$ cat src/rtl/id_stage_v2_if.sv
// Fetch/decode/execute-facing signal bundle of the decode stage.
// The stage connects through the slave modport; the driving side uses master.
interface id_stage_v2_if #(
    parameter int unsigned WIDTH  = 16,
    parameter int unsigned DATA_W = 16,
    parameter int unsigned NREGS  = 8,
    parameter int unsigned PC_W   = 32
);
    localparam int unsigned RA = $clog2(NREGS);

    logic              instr_valid;
    logic [WIDTH-1:0]  instruction;
    logic [2:0]        ccr;
    logic              interrupt;
    logic              ex_mem_read;
    logic [RA-1:0]     ex_rd_in;
    logic              wb_we;
    logic [RA-1:0]     wb_addr;
    logic [DATA_W-1:0] wb_data;

    logic              stall;
    logic              fetch_pc_enable;
    logic [1:0]        pc_sel;
    logic [PC_W-1:0]   pc_jmp;

    logic              ex_valid;
    logic [4:0]        ex_opcode;
    logic [DATA_W-1:0] ex_op1;
    logic [DATA_W-1:0] ex_op2;
    logic [DATA_W-1:0] ex_imm;
    logic [RA-1:0]     ex_rd;
    logic              ex_reg_wr;
    logic              ex_mem_rd;
    logic              ex_mem_wr;
    logic              ex_stack;
    logic [1:0]        ex_int_push;

    modport master (
        output instr_valid, instruction, ccr, interrupt, ex_mem_read, ex_rd_in,
               wb_we, wb_addr, wb_data,
        input  stall, fetch_pc_enable, pc_sel, pc_jmp,
               ex_valid, ex_opcode, ex_op1, ex_op2, ex_imm, ex_rd,
               ex_reg_wr, ex_mem_rd, ex_mem_wr, ex_stack, ex_int_push
    );

    modport slave (
        input  instr_valid, instruction, ccr, interrupt, ex_mem_read, ex_rd_in,
               wb_we, wb_addr, wb_data,
        output stall, fetch_pc_enable, pc_sel, pc_jmp,
               ex_valid, ex_opcode, ex_op1, ex_op2, ex_imm, ex_rd,
               ex_reg_wr, ex_mem_rd, ex_mem_wr, ex_stack, ex_int_push
    );
endinterface

$ cat src/rtl/id_stage_v2.sv
// Decode stage: register file, registered ID/EX latch, jump resolution in ID,
// load-use stall, two-word LDM assembly and interrupt entry sequencing.
module id_stage_v2 #(
    parameter int unsigned WIDTH  = 16,
    parameter int unsigned DATA_W = 16,
    parameter int unsigned NREGS  = 8,
    parameter int unsigned PC_W   = 32
) (
    input logic          clk,
    input logic          rst,
    id_stage_v2_if.slave bus
);
    localparam int unsigned RA = $clog2(NREGS);

    localparam logic [4:0] OP_NOP  = 5'b00000;
    localparam logic [4:0] OP_LDM  = 5'b01000;
    localparam logic [4:0] OP_LDD  = 5'b01001;
    localparam logic [4:0] OP_STD  = 5'b01010;
    localparam logic [4:0] OP_PUSH = 5'b01100;
    localparam logic [4:0] OP_POP  = 5'b01101;

    typedef enum logic [2:0] {
        S_DEC     = 3'd0,
        S_IMM     = 3'd1,
        S_INT_PC  = 3'd2,
        S_INT_CCR = 3'd3,
        S_INT_VEC = 3'd4
    } state_e;

    state_e            state_q, state_d;
    logic              kill_q, kill_d;
    logic              int_pend_q, int_pend_d;
    logic [RA-1:0]     ldm_rd_q, ldm_rd_d;
    logic [DATA_W-1:0] regs_q [NREGS];

    logic              ex_valid_q, ex_valid_d;
    logic [4:0]        ex_opcode_q, ex_opcode_d;
    logic [DATA_W-1:0] ex_op1_q, ex_op1_d;
    logic [DATA_W-1:0] ex_op2_q, ex_op2_d;
    logic [DATA_W-1:0] ex_imm_q, ex_imm_d;
    logic [RA-1:0]     ex_rd_q, ex_rd_d;
    logic              ex_reg_wr_q, ex_reg_wr_d;
    logic              ex_mem_rd_q, ex_mem_rd_d;
    logic              ex_mem_wr_q, ex_mem_wr_d;
    logic              ex_stack_q, ex_stack_d;
    logic [1:0]        ex_int_push_q, ex_int_push_d;

    logic              stall_c, fetch_pc_enable_c;
    logic [1:0]        pc_sel_c;

    // Instruction fields
    logic [4:0]    op;
    logic [RA-1:0] rs, rd;
    assign op = bus.instruction[WIDTH-1 -: 5];
    assign rs = bus.instruction[WIDTH-6 -: RA];
    assign rd = bus.instruction[WIDTH-6-RA -: RA];

    logic unused_instr_c;
    assign unused_instr_c = ^bus.instruction;

    logic is_alu, is_ldm, is_ldd, is_std, is_push, is_pop, is_jmp, is_op_c;
    assign is_alu  = (op[4:2] == 3'b001);
    assign is_jmp  = (op[4:2] == 3'b110);
    assign is_ldm  = (op == OP_LDM);
    assign is_ldd  = (op == OP_LDD);
    assign is_std  = (op == OP_STD);
    assign is_push = (op == OP_PUSH);
    assign is_pop  = (op == OP_POP);
    assign is_op_c = is_alu | is_ldm | is_ldd | is_std | is_push | is_pop | is_jmp;

    // Register reads with write-through bypass from writeback
    logic [DATA_W-1:0] op1_c, op2_c;
    assign op1_c = (bus.wb_we && (bus.wb_addr == rs)) ? bus.wb_data : regs_q[rs];
    assign op2_c = (bus.wb_we && (bus.wb_addr == rd)) ? bus.wb_data : regs_q[rd];

    // A word is live only in DEC, when present, and when not squashed by a prior jump
    logic live_c, hazard_c, cond_c, taken_c;
    assign live_c   = (state_q == S_DEC) && bus.instr_valid && !kill_q;
    assign hazard_c = live_c && is_op_c && bus.ex_mem_read &&
                      ((bus.ex_rd_in == rs) || (bus.ex_rd_in == rd));

    always_comb begin
        cond_c = 1'b1;
        case (op[1:0])
            2'b00:   cond_c = bus.ccr[0];
            2'b01:   cond_c = bus.ccr[1];
            2'b10:   cond_c = bus.ccr[2];
            default: cond_c = 1'b1;
        endcase
    end

    assign taken_c = live_c && is_jmp && cond_c && !hazard_c;

    // Next-state, ID/EX latch contents and fetch controls
    always_comb begin
        state_d           = state_q;
        kill_d            = kill_q;
        int_pend_d        = int_pend_q | bus.interrupt;
        ldm_rd_d          = ldm_rd_q;
        stall_c           = 1'b0;
        fetch_pc_enable_c = 1'b1;
        pc_sel_c          = 2'd0;
        ex_valid_d        = 1'b0;
        ex_opcode_d       = OP_NOP;
        ex_op1_d          = '0;
        ex_op2_d          = '0;
        ex_imm_d          = '0;
        ex_rd_d           = '0;
        ex_reg_wr_d       = 1'b0;
        ex_mem_rd_d       = 1'b0;
        ex_mem_wr_d       = 1'b0;
        ex_stack_d        = 1'b0;
        ex_int_push_d     = 2'b00;

        case (state_q)
            S_DEC: begin
                if (!bus.instr_valid) begin
                    if (int_pend_q) state_d = S_INT_PC;
                end else if (kill_q) begin
                    kill_d = 1'b0;
                    if (int_pend_q) state_d = S_INT_PC;
                end else if (hazard_c) begin
                    stall_c           = 1'b1;
                    fetch_pc_enable_c = 1'b0;
                end else if (taken_c) begin
                    pc_sel_c = 2'd1;
                    kill_d   = 1'b1;
                end else if (is_ldm) begin
                    // LDM owns the next word, so a pending interrupt waits for it
                    state_d  = S_IMM;
                    ldm_rd_d = rd;
                end else begin
                    if (!is_jmp) begin
                        ex_valid_d  = 1'b1;
                        ex_opcode_d = is_op_c ? op : OP_NOP;
                        ex_op1_d    = op1_c;
                        ex_op2_d    = op2_c;
                        ex_rd_d     = rd;
                        ex_reg_wr_d = is_alu | is_ldd | is_pop;
                        ex_mem_rd_d = is_ldd | is_pop;
                        ex_mem_wr_d = is_std | is_push;
                        ex_stack_d  = is_push | is_pop;
                    end
                    if (int_pend_q) state_d = S_INT_PC;
                end
            end
            S_IMM: begin
                stall_c           = 1'b1;
                fetch_pc_enable_c = 1'b0;
                if (bus.instr_valid) begin
                    fetch_pc_enable_c = 1'b1;
                    ex_valid_d        = 1'b1;
                    ex_opcode_d       = OP_LDM;
                    ex_imm_d          = DATA_W'(bus.instruction);
                    ex_rd_d           = ldm_rd_q;
                    ex_reg_wr_d       = 1'b1;
                    state_d           = S_DEC;
                end
            end
            S_INT_PC, S_INT_CCR: begin
                stall_c           = 1'b1;
                fetch_pc_enable_c = 1'b0;
                ex_valid_d        = 1'b1;
                ex_stack_d        = 1'b1;
                ex_mem_wr_d       = 1'b1;
                ex_int_push_d     = (state_q == S_INT_PC) ? 2'b01 : 2'b10;
                state_d           = (state_q == S_INT_PC) ? S_INT_CCR : S_INT_VEC;
            end
            S_INT_VEC: begin
                pc_sel_c   = 2'd2;
                int_pend_d = 1'b0;
                state_d    = S_DEC;
            end
            default: state_d = S_DEC;
        endcase
    end

    always_ff @(posedge clk) begin
        if (!rst) begin
            state_q       <= S_DEC;
            kill_q        <= 1'b0;
            int_pend_q    <= 1'b0;
            ldm_rd_q      <= '0;
            ex_valid_q    <= 1'b0;
            ex_opcode_q   <= OP_NOP;
            ex_op1_q      <= '0;
            ex_op2_q      <= '0;
            ex_imm_q      <= '0;
            ex_rd_q       <= '0;
            ex_reg_wr_q   <= 1'b0;
            ex_mem_rd_q   <= 1'b0;
            ex_mem_wr_q   <= 1'b0;
            ex_stack_q    <= 1'b0;
            ex_int_push_q <= 2'b00;
        end else begin
            state_q       <= state_d;
            kill_q        <= kill_d;
            int_pend_q    <= int_pend_d;
            ldm_rd_q      <= ldm_rd_d;
            ex_valid_q    <= ex_valid_d;
            ex_opcode_q   <= ex_opcode_d;
            ex_op1_q      <= ex_op1_d;
            ex_op2_q      <= ex_op2_d;
            ex_imm_q      <= ex_imm_d;
            ex_rd_q       <= ex_rd_d;
            ex_reg_wr_q   <= ex_reg_wr_d;
            ex_mem_rd_q   <= ex_mem_rd_d;
            ex_mem_wr_q   <= ex_mem_wr_d;
            ex_stack_q    <= ex_stack_d;
            ex_int_push_q <= ex_int_push_d;
        end
    end

    // Register file
    always_ff @(posedge clk) begin
        if (!rst) begin
            for (int unsigned i = 0; i < NREGS; i++) regs_q[i] <= '0;
        end else if (bus.wb_we) begin
            regs_q[bus.wb_addr] <= bus.wb_data;
        end
    end

    assign bus.stall           = stall_c;
    assign bus.fetch_pc_enable = fetch_pc_enable_c;
    assign bus.pc_sel          = pc_sel_c;
    assign bus.pc_jmp          = taken_c ? PC_W'(op2_c) : '0;

    assign bus.ex_valid    = ex_valid_q;
    assign bus.ex_opcode   = ex_opcode_q;
    assign bus.ex_op1      = ex_op1_q;
    assign bus.ex_op2      = ex_op2_q;
    assign bus.ex_imm      = ex_imm_q;
    assign bus.ex_rd       = ex_rd_q;
    assign bus.ex_reg_wr   = ex_reg_wr_q;
    assign bus.ex_mem_rd   = ex_mem_rd_q;
    assign bus.ex_mem_wr   = ex_mem_wr_q;
    assign bus.ex_stack    = ex_stack_q;
    assign bus.ex_int_push = ex_int_push_q;
endmodule

$ cat src/flat_wrapper.sv
// flat-port wrapper written by rule: the top's interface ports become plain ports
module id_stage_v2_flat 
#(
    parameter int unsigned WIDTH  = 16,
    parameter int unsigned DATA_W = 16,
    parameter int unsigned NREGS  = 8,
    parameter int unsigned PC_W   = 32
)
  (clk, rst, bus_instr_valid, bus_instruction, bus_ccr, bus_interrupt, bus_ex_mem_read, bus_ex_rd_in, bus_wb_we, bus_wb_addr, bus_wb_data, bus_stall, bus_fetch_pc_enable, bus_pc_sel, bus_pc_jmp, bus_ex_valid, bus_ex_opcode, bus_ex_op1, bus_ex_op2, bus_ex_imm, bus_ex_rd, bus_ex_reg_wr, bus_ex_mem_rd, bus_ex_mem_wr, bus_ex_stack, bus_ex_int_push);
  id_stage_v2_if #(.WIDTH(WIDTH), .DATA_W(DATA_W), .NREGS(NREGS), .PC_W(PC_W)) bus_i ();
  input logic clk;
  input logic rst;
  input wire logic [$bits(bus_i.instr_valid)-1:0] bus_instr_valid;
  input wire logic [$bits(bus_i.instruction)-1:0] bus_instruction;
  input wire logic [$bits(bus_i.ccr)-1:0] bus_ccr;
  input wire logic [$bits(bus_i.interrupt)-1:0] bus_interrupt;
  input wire logic [$bits(bus_i.ex_mem_read)-1:0] bus_ex_mem_read;
  input wire logic [$bits(bus_i.ex_rd_in)-1:0] bus_ex_rd_in;
  input wire logic [$bits(bus_i.wb_we)-1:0] bus_wb_we;
  input wire logic [$bits(bus_i.wb_addr)-1:0] bus_wb_addr;
  input wire logic [$bits(bus_i.wb_data)-1:0] bus_wb_data;
  output wire logic [$bits(bus_i.stall)-1:0] bus_stall;
  output wire logic [$bits(bus_i.fetch_pc_enable)-1:0] bus_fetch_pc_enable;
  output wire logic [$bits(bus_i.pc_sel)-1:0] bus_pc_sel;
  output wire logic [$bits(bus_i.pc_jmp)-1:0] bus_pc_jmp;
  output wire logic [$bits(bus_i.ex_valid)-1:0] bus_ex_valid;
  output wire logic [$bits(bus_i.ex_opcode)-1:0] bus_ex_opcode;
  output wire logic [$bits(bus_i.ex_op1)-1:0] bus_ex_op1;
  output wire logic [$bits(bus_i.ex_op2)-1:0] bus_ex_op2;
  output wire logic [$bits(bus_i.ex_imm)-1:0] bus_ex_imm;
  output wire logic [$bits(bus_i.ex_rd)-1:0] bus_ex_rd;
  output wire logic [$bits(bus_i.ex_reg_wr)-1:0] bus_ex_reg_wr;
  output wire logic [$bits(bus_i.ex_mem_rd)-1:0] bus_ex_mem_rd;
  output wire logic [$bits(bus_i.ex_mem_wr)-1:0] bus_ex_mem_wr;
  output wire logic [$bits(bus_i.ex_stack)-1:0] bus_ex_stack;
  output wire logic [$bits(bus_i.ex_int_push)-1:0] bus_ex_int_push;
  assign bus_i.instr_valid = bus_instr_valid;
  assign bus_i.instruction = bus_instruction;
  assign bus_i.ccr = bus_ccr;
  assign bus_i.interrupt = bus_interrupt;
  assign bus_i.ex_mem_read = bus_ex_mem_read;
  assign bus_i.ex_rd_in = bus_ex_rd_in;
  assign bus_i.wb_we = bus_wb_we;
  assign bus_i.wb_addr = bus_wb_addr;
  assign bus_i.wb_data = bus_wb_data;
  assign bus_stall = bus_i.stall;
  assign bus_fetch_pc_enable = bus_i.fetch_pc_enable;
  assign bus_pc_sel = bus_i.pc_sel;
  assign bus_pc_jmp = bus_i.pc_jmp;
  assign bus_ex_valid = bus_i.ex_valid;
  assign bus_ex_opcode = bus_i.ex_opcode;
  assign bus_ex_op1 = bus_i.ex_op1;
  assign bus_ex_op2 = bus_i.ex_op2;
  assign bus_ex_imm = bus_i.ex_imm;
  assign bus_ex_rd = bus_i.ex_rd;
  assign bus_ex_reg_wr = bus_i.ex_reg_wr;
  assign bus_ex_mem_rd = bus_i.ex_mem_rd;
  assign bus_ex_mem_wr = bus_i.ex_mem_wr;
  assign bus_ex_stack = bus_i.ex_stack;
  assign bus_ex_int_push = bus_i.ex_int_push;
  id_stage_v2 #(.WIDTH(WIDTH), .DATA_W(DATA_W), .NREGS(NREGS), .PC_W(PC_W)) u_core (.clk(clk), .rst(rst), .bus(bus_i));
endmodule
$ cat config.mk
export PLATFORM = sky130hd
export DESIGN_NAME = id_stage_v2_flat
export DESIGN_NICKNAME = d
export VERILOG_FILES = /design/src/rtl/id_stage_v2_if.sv /design/src/rtl/id_stage_v2.sv /design/src/flat_wrapper.sv
export SDC_FILE = /design/constraint.sdc
export NUM_CORES = 1
export LEC_CHECK = 0
export ABC_CLOCK_PERIOD_IN_PS = 6000
export BUFFER_PORTS_ARGS = -buffer_cell sky130_fd_sc_hd__buf_2
export CAP_MARGIN = 15
export CELL_PAD_IN_SITES_DETAIL_PLACEMENT = 1
export CELL_PAD_IN_SITES_GLOBAL_PLACEMENT = 1
export CORE_ASPECT_RATIO = 0.8
export CORE_MARGIN = 2
export CORE_UTILIZATION = 50
export CTS_CLUSTER_SIZE = 16
export DETAILED_ROUTE_END_ITERATION = 8
export GPL_ROUTABILITY_DRIVEN = 0
export PLACE_DENSITY = 0.81
export RECOVER_POWER = 50
export SYNTH_ARGS = -nofsm -noshare
export SYNTH_HDL_FRONTEND = slang
export SYNTH_SLANG_ARGS = --single-unit
export TNS_END_PERCENT = 50
$ cat constraint.sdc
create_clock -name clk -period 6 [get_ports clk]
set_input_delay 0.6 -clock clk [delete_from_list [all_inputs] [get_ports clk]]
set_output_delay 0.6 -clock clk [all_outputs]
set_load 0.01 [all_outputs]
Word level (Yosys, flattened, before mapping):

Memories as Yosys holds them, arrays and structs flattened. A register that Yosys moved wholly into a read port is not among the register bits.
Cells that the tools add are included.

* equality and inequality tests: 19
* mux-type cells: 82
* bitwise operators: 18
* reductions and logical operators: 24

Operators by type and width (count)
* $mux 16: 3
* $mux 3: 16
* $mux 1: 40
* $mux 5: 7
* $eq 5x4->1 const B: 5
* $reduce_or 16->1: 1
* $or 1x1->1: 12
* $pmux 5 s2: 1
* $eq 3x3->1: 3
* $logic_and 1x1->1: 9
* $pmux 1 s3: 3
* $pmux 3 s3: 1
* $mux 2: 4
* $ne 4x3->1 const B: 2
* $pmux 1 s2: 4
* $reduce_or 8->1: 1
* $eq 3x1->1 const B: 2
* $eq 3x2->1 const B: 2
* $eq 3x3->1 const B: 2
* $not 1->1: 6
* $pmux 3 s2: 1
* $reduce_and 3->1: 2
* $reduce_and 6->1: 1
* $mux 4: 1
* 11 further kinds: 14

* bits in registers: 55
* bits in writable memories: 128
* bits of input ports: 47
* output and inout port bits: 99
* logic and storage cells: 158
* memories kept: 1

Memory list
* u_core.regs_q: depth 8, bits a word 16, rd ports 2, clocked after Yosys merged registers in 1, write ports 8, RTL line id_stage_v2.sv:34 `logic [DATA_W-1:0] regs_q [NREGS];`

Logic depth before layout (Yosys ltp):

* depth in word-level cells: 17
* depth in mapped cells: 8
* mapped depth without buffers: 5

Least setup slack after synthesis:

No wires, ideal clock.

* kind: input -> register
* start: input rst
* end: memory u_core.regs_q[6][0], enable pin
* library setup time: 0.411 ns
* arrival time: 2.188 ns
* data required time: 5.589 ns
* path slack: 3.401 ns
* cell stages on the path: 3
* buffers on the path: 1
* cells stage by stage: clkbuf_2 > nand3_1 > o21ai_0

RTL lines
* start: declaration: RTL line flat_wrapper.sv:12 `input logic rst;`
* end: declaration: RTL line id_stage_v2.sv:34

Worst setup path after layout:

* start: input bus_instruction[10]
* end: output bus_pc_jmp[4]

* word-level cells in the longest chain between the ends: 6

Ends and longest elaborated chain
* start: declaration: RTL line flat_wrapper.sv:14 `input wire logic [$bits(bus_i.instruction)-1:0] bus_instruction;`
* $eq 3x3->1: RTL line id_stage_v2.sv:80 `((bus.ex_rd_in == rs) || (bus.ex_rd_in == rd));`
* $logic_or 1x1->1: RTL line id_stage_v2.sv:80
* $logic_and 1x1->1: RTL line id_stage_v2.sv:79 `assign hazard_c = live_c && is_op_c && bus.ex_mem_read &&`
* $logic_not 1->1: RTL line id_stage_v2.sv:92 `assign taken_c = live_c && is_jmp && cond_c && !hazard_c;`
* $logic_and 1x1->1: RTL line id_stage_v2.sv:92
* $mux 16: RTL line id_stage_v2.sv:226 `assign bus.pc_jmp = taken_c ? PC_W'(op2_c) : '0;`
* end: declaration: RTL line flat_wrapper.sv:25 `output wire logic [$bits(bus_i.pc_jmp)-1:0] bus_pc_jmp;`

Every way passes these cells.

==> summary.txt <==
Run status
  – Status: complete, but fails checks
  – Violated checks: max-capacitance violations, max-slew violations

Hold path
  – Worst hold start: bus_instruction[1]
  – Hold/Removal Path Class: in -> reg
  – Hold Crit Depth: 2
  – WHS Endpoint: u_core.bus.ex_imm[1]

Timing
  – Final hold vios: 0
  – Fin crit share: 76.7%
  – Slew Viols, Final: 67
  – FMAX: 0.217 GHz
  – Final setup vio count: 0
  – Hold WS: 0.357 ns
  – Tmin final: 4.60 ns
  – RSZ-0062 raised after global routing: no
  – TNS Setup: 0 ns
  – Clock skew: 0.0113 ns
  – Worst-case headroom to the max-slew limit: -58.1%
  – Slew @ Worst Pin: 2.37 ns

Worst setup path
  – Worst-path fanout max: 35
  – Worst reg2reg path depth: 4
  – CP required: 5.40 ns
  – Setup CP Type: in -> out
  – RR Startpoint: u_core.state_q[1]
  – Setup slack, reg-to-reg: 3.54 ns
  – Crit. End Element: primary output
  – Worst setup SP type: input pin
  – Reg-to-reg critical path endpoint: u_core.bus.ex_op1[6]
  – Worst EP arrival: 4.00 ns

Clock tree
  – CTS tree: done
  – Post-cts repair resize count: 0
  – Worst skew pair latency: 0.44 ns
  – Hold_buf cts: 0
  – TritonCTS Buffers: 17
  – Setup bufs post-CTS: 0
  – Clock slew at reported path FFs: ~0.07 ns
  – CTS max path bufs: 2
  – Clock root buffer master: clkbuf_16
  – Htree depth: 4
  – Clock Sinks: 199

Placed design
  – Cells after DPL: about 1100
  – Placed Area: between 10000 and 15000 µm²
  – IO Port Bufs: 129
  – DP HPWL: 18.6 mm

Final layout
  – Syn-to-layout area delta: 12.7%
  – Final #Nets: 899
  – Commonest cells after routing, fill and taps aside: 128 x edfxtp_1, 73 x and2_1, 71 x nor2_1, 71 x dfxtp_1, 69 x clkbuf_1
  – Layout Cells excl Fill: 1123
  – Most common cell after layout, fill and taps aside: edfxtp_1
  – Share of cells above drive strength 1: between 20% and 30%
  – Post-route design area: around 11000 µm²
  – Antenna Cells: 0

Floorplan
  – Die height: approximately 130 µm
  – Die width: 160 µm
  – Initial Utilization: 51.0%
  – Ports: 146
  – Die area: 20500 µm²
  – Core box area: 19000 µm²
  – Site Rows: 45

Power and ir drop
  – Peak supply drop: 0.000166 V
  – Power Density: 282 nW/µm²
  – Leakage Power: 4.09 nW

GRT
  – Initial antenna violation count: 0
  – Largest net degree at the start of global routing: 37
  – Vias in the first global route: 7095
  – Overflow left after global routing: 0
  – First-pass GRT wire length: 42.7 mm
  – All-Layer GR Usage: 28.0%

Drt
  – DR pass1 iterations: 6
  – Vias: 6571
  – Via density: 5.85
  – Initial DRC count: ~660
  – Routed WL: 28.1 mm
  – Avg WL per Cell: 25.0 µm
  – # DRC: 0
  – Remaining antenna violation count: 0

Yosys
  – #FFs+latches synth: 199
  – Cells after Synth: 736
  – Distinct cells, synth: 48
  – Mapped cell area: 9680 µm²
  – FFs w/ async S/R, synth: 0%
  – Yosys warns: 0
  – Main synth FF type: edfxtp_1
  – EDFF count, synth: 128
  – Post-Syn Area per Cell: 13.1 µm²
  – Sequential share of the synthesized area: 54.4%

Flow run
  – MaxCap Viol Count: 5
==> per-stage QoR <==
| step | setup WS [ns] | utilization [%] | power, mW |
|---|---|---|---|
| 2_1_floorplan | 3.40 | - | 1.86 |
| 6_report | 1.40 | 57.5 | 3.08 |
| 4_1_cts | 2.29 | 57.8 | 3.08 |
| 3_3_place_gp | 2.42 | 54.7 | 1.96 |
| 5_1_grt | 1.19 | 57.5 | 3.17 |
| 3_5_place_dp | 2.31 | 54.9 | 1.99 |
==> power by group <==
group          internal, mW  switching (mW)  total (mW)
Clock                 0.581           0.526        1.11
Sequential             1.54          0.0475        1.58
Combinational         0.159           0.229       0.388
==> cell families (layout without fill, tap and decap cells) <==
family          after synthesis  after routing  share of synthesized area [%]
flops                       199            199                           54.4
simple gates                284            284                           15.8
other cells                   1             17                         0.0388
mux                         100            100                           18.7
compound gates               65             65                           4.95
buf+inv                      74            187                           4.76
xor+xnor                     13             13                           1.33
==> worst max-delay path by stage <==
stage	end	slack, ns	start
after floorplan	u_core.regs_q[6][0]	3.40	rst
after global placement	bus_pc_jmp[8]	2.42	bus_instruction[6]
after detailed placement	bus_pc_jmp[8]	2.31	bus_instruction[6]
after CTS	bus_pc_jmp[8]	2.29	bus_instruction[6]
after global routing	bus_pc_jmp[4]	1.19	bus_instruction[10]
final	bus_pc_jmp[4]	1.40	bus_instruction[10]
==> registers in the layout, summed over array words and instances (netlist names) <==
name                    count
u_core.bus.ex_imm          16
u_core.ldm_rd_q             3
u_core.bus.ex_reg_wr        1
u_core.bus.ex_rd            3
u_core.bus.ex_op2          16
u_core.int_pend_q           1
u_core.bus.ex_mem_rd        1
u_core.bus.ex_int_push      2
u_core.bus.ex_valid         1
u_core.bus.ex_mem_wr        1
u_core.kill_q               1
u_core.regs_q             128
u_core.bus.ex_op1          16
u_core.bus.ex_opcode        5
u_core.state_q              3
u_core.bus.ex_stack         1
==> worst max-delay path: stages <==
cell and delay [ns]:
clkbuf_1 1.65, xnor2_1 0.19, nand3_1 0.19, a221o_1 0.36
nand3_2 0.46, nor2_1 0.36, buf_2 0.18
==> layout make-up <==
cell class | count | area [µm²]
Timing Repair Buffer | 147 | 727
Clock inverter | 11 | 67.6
Fill cell | 1991 | 8070
Inverter | 8 | 30.0
Tap cell | 258 | 323
Multi-Input combinational cell | 479 | 4000
Sequential cell | 199 | 5270
Clock buffer | 21 | 485
==> layer usage <==
| layer | wire [µm] | up-vias | track usage (%) |
|---|---|---|---|
| li1 | - | 2859 | - |
| met1 | 11900 | 3360 | 35.3 |
| met2 | 13900 | 313 | 48.2 |
| met3 | 1950 | 39 | 6.19 |
| met4 | 427 | 0 | 10.1 |
| met5 | 0 | - | 0 |
==> Yosys cell counts, types with 4 or more instances <==
master / n / area share [%]
and2_1: 140 / 9.1
edfxtp_1: 128 / 40
dfxtp_1: 71 / 15
nor2_1: 71 / 2.8
mux4_2: 63 / 15
nand2_1: 37 / 1.4
mux2i_1: 36 / 3.7
o21ai_0: 27 / 1.4
buf_4: 23 / 1.8
buf_2: 16 / 0.83
clkbuf_1: 15 / 0.58
a211oi_2: 14 / 1.8
buf_6: 10 / 1.2
inv_1: 8 / 0.31
xnor2_1: 8 / 0.72
nand3_1: 7 / 0.36
a21oi_1: 5 / 0.26
nand2b_1: 5 / 0.32
o21ai_1: 5 / 0.26
nor3_1: 4 / 0.21
(Power assumes the default switching activity.)
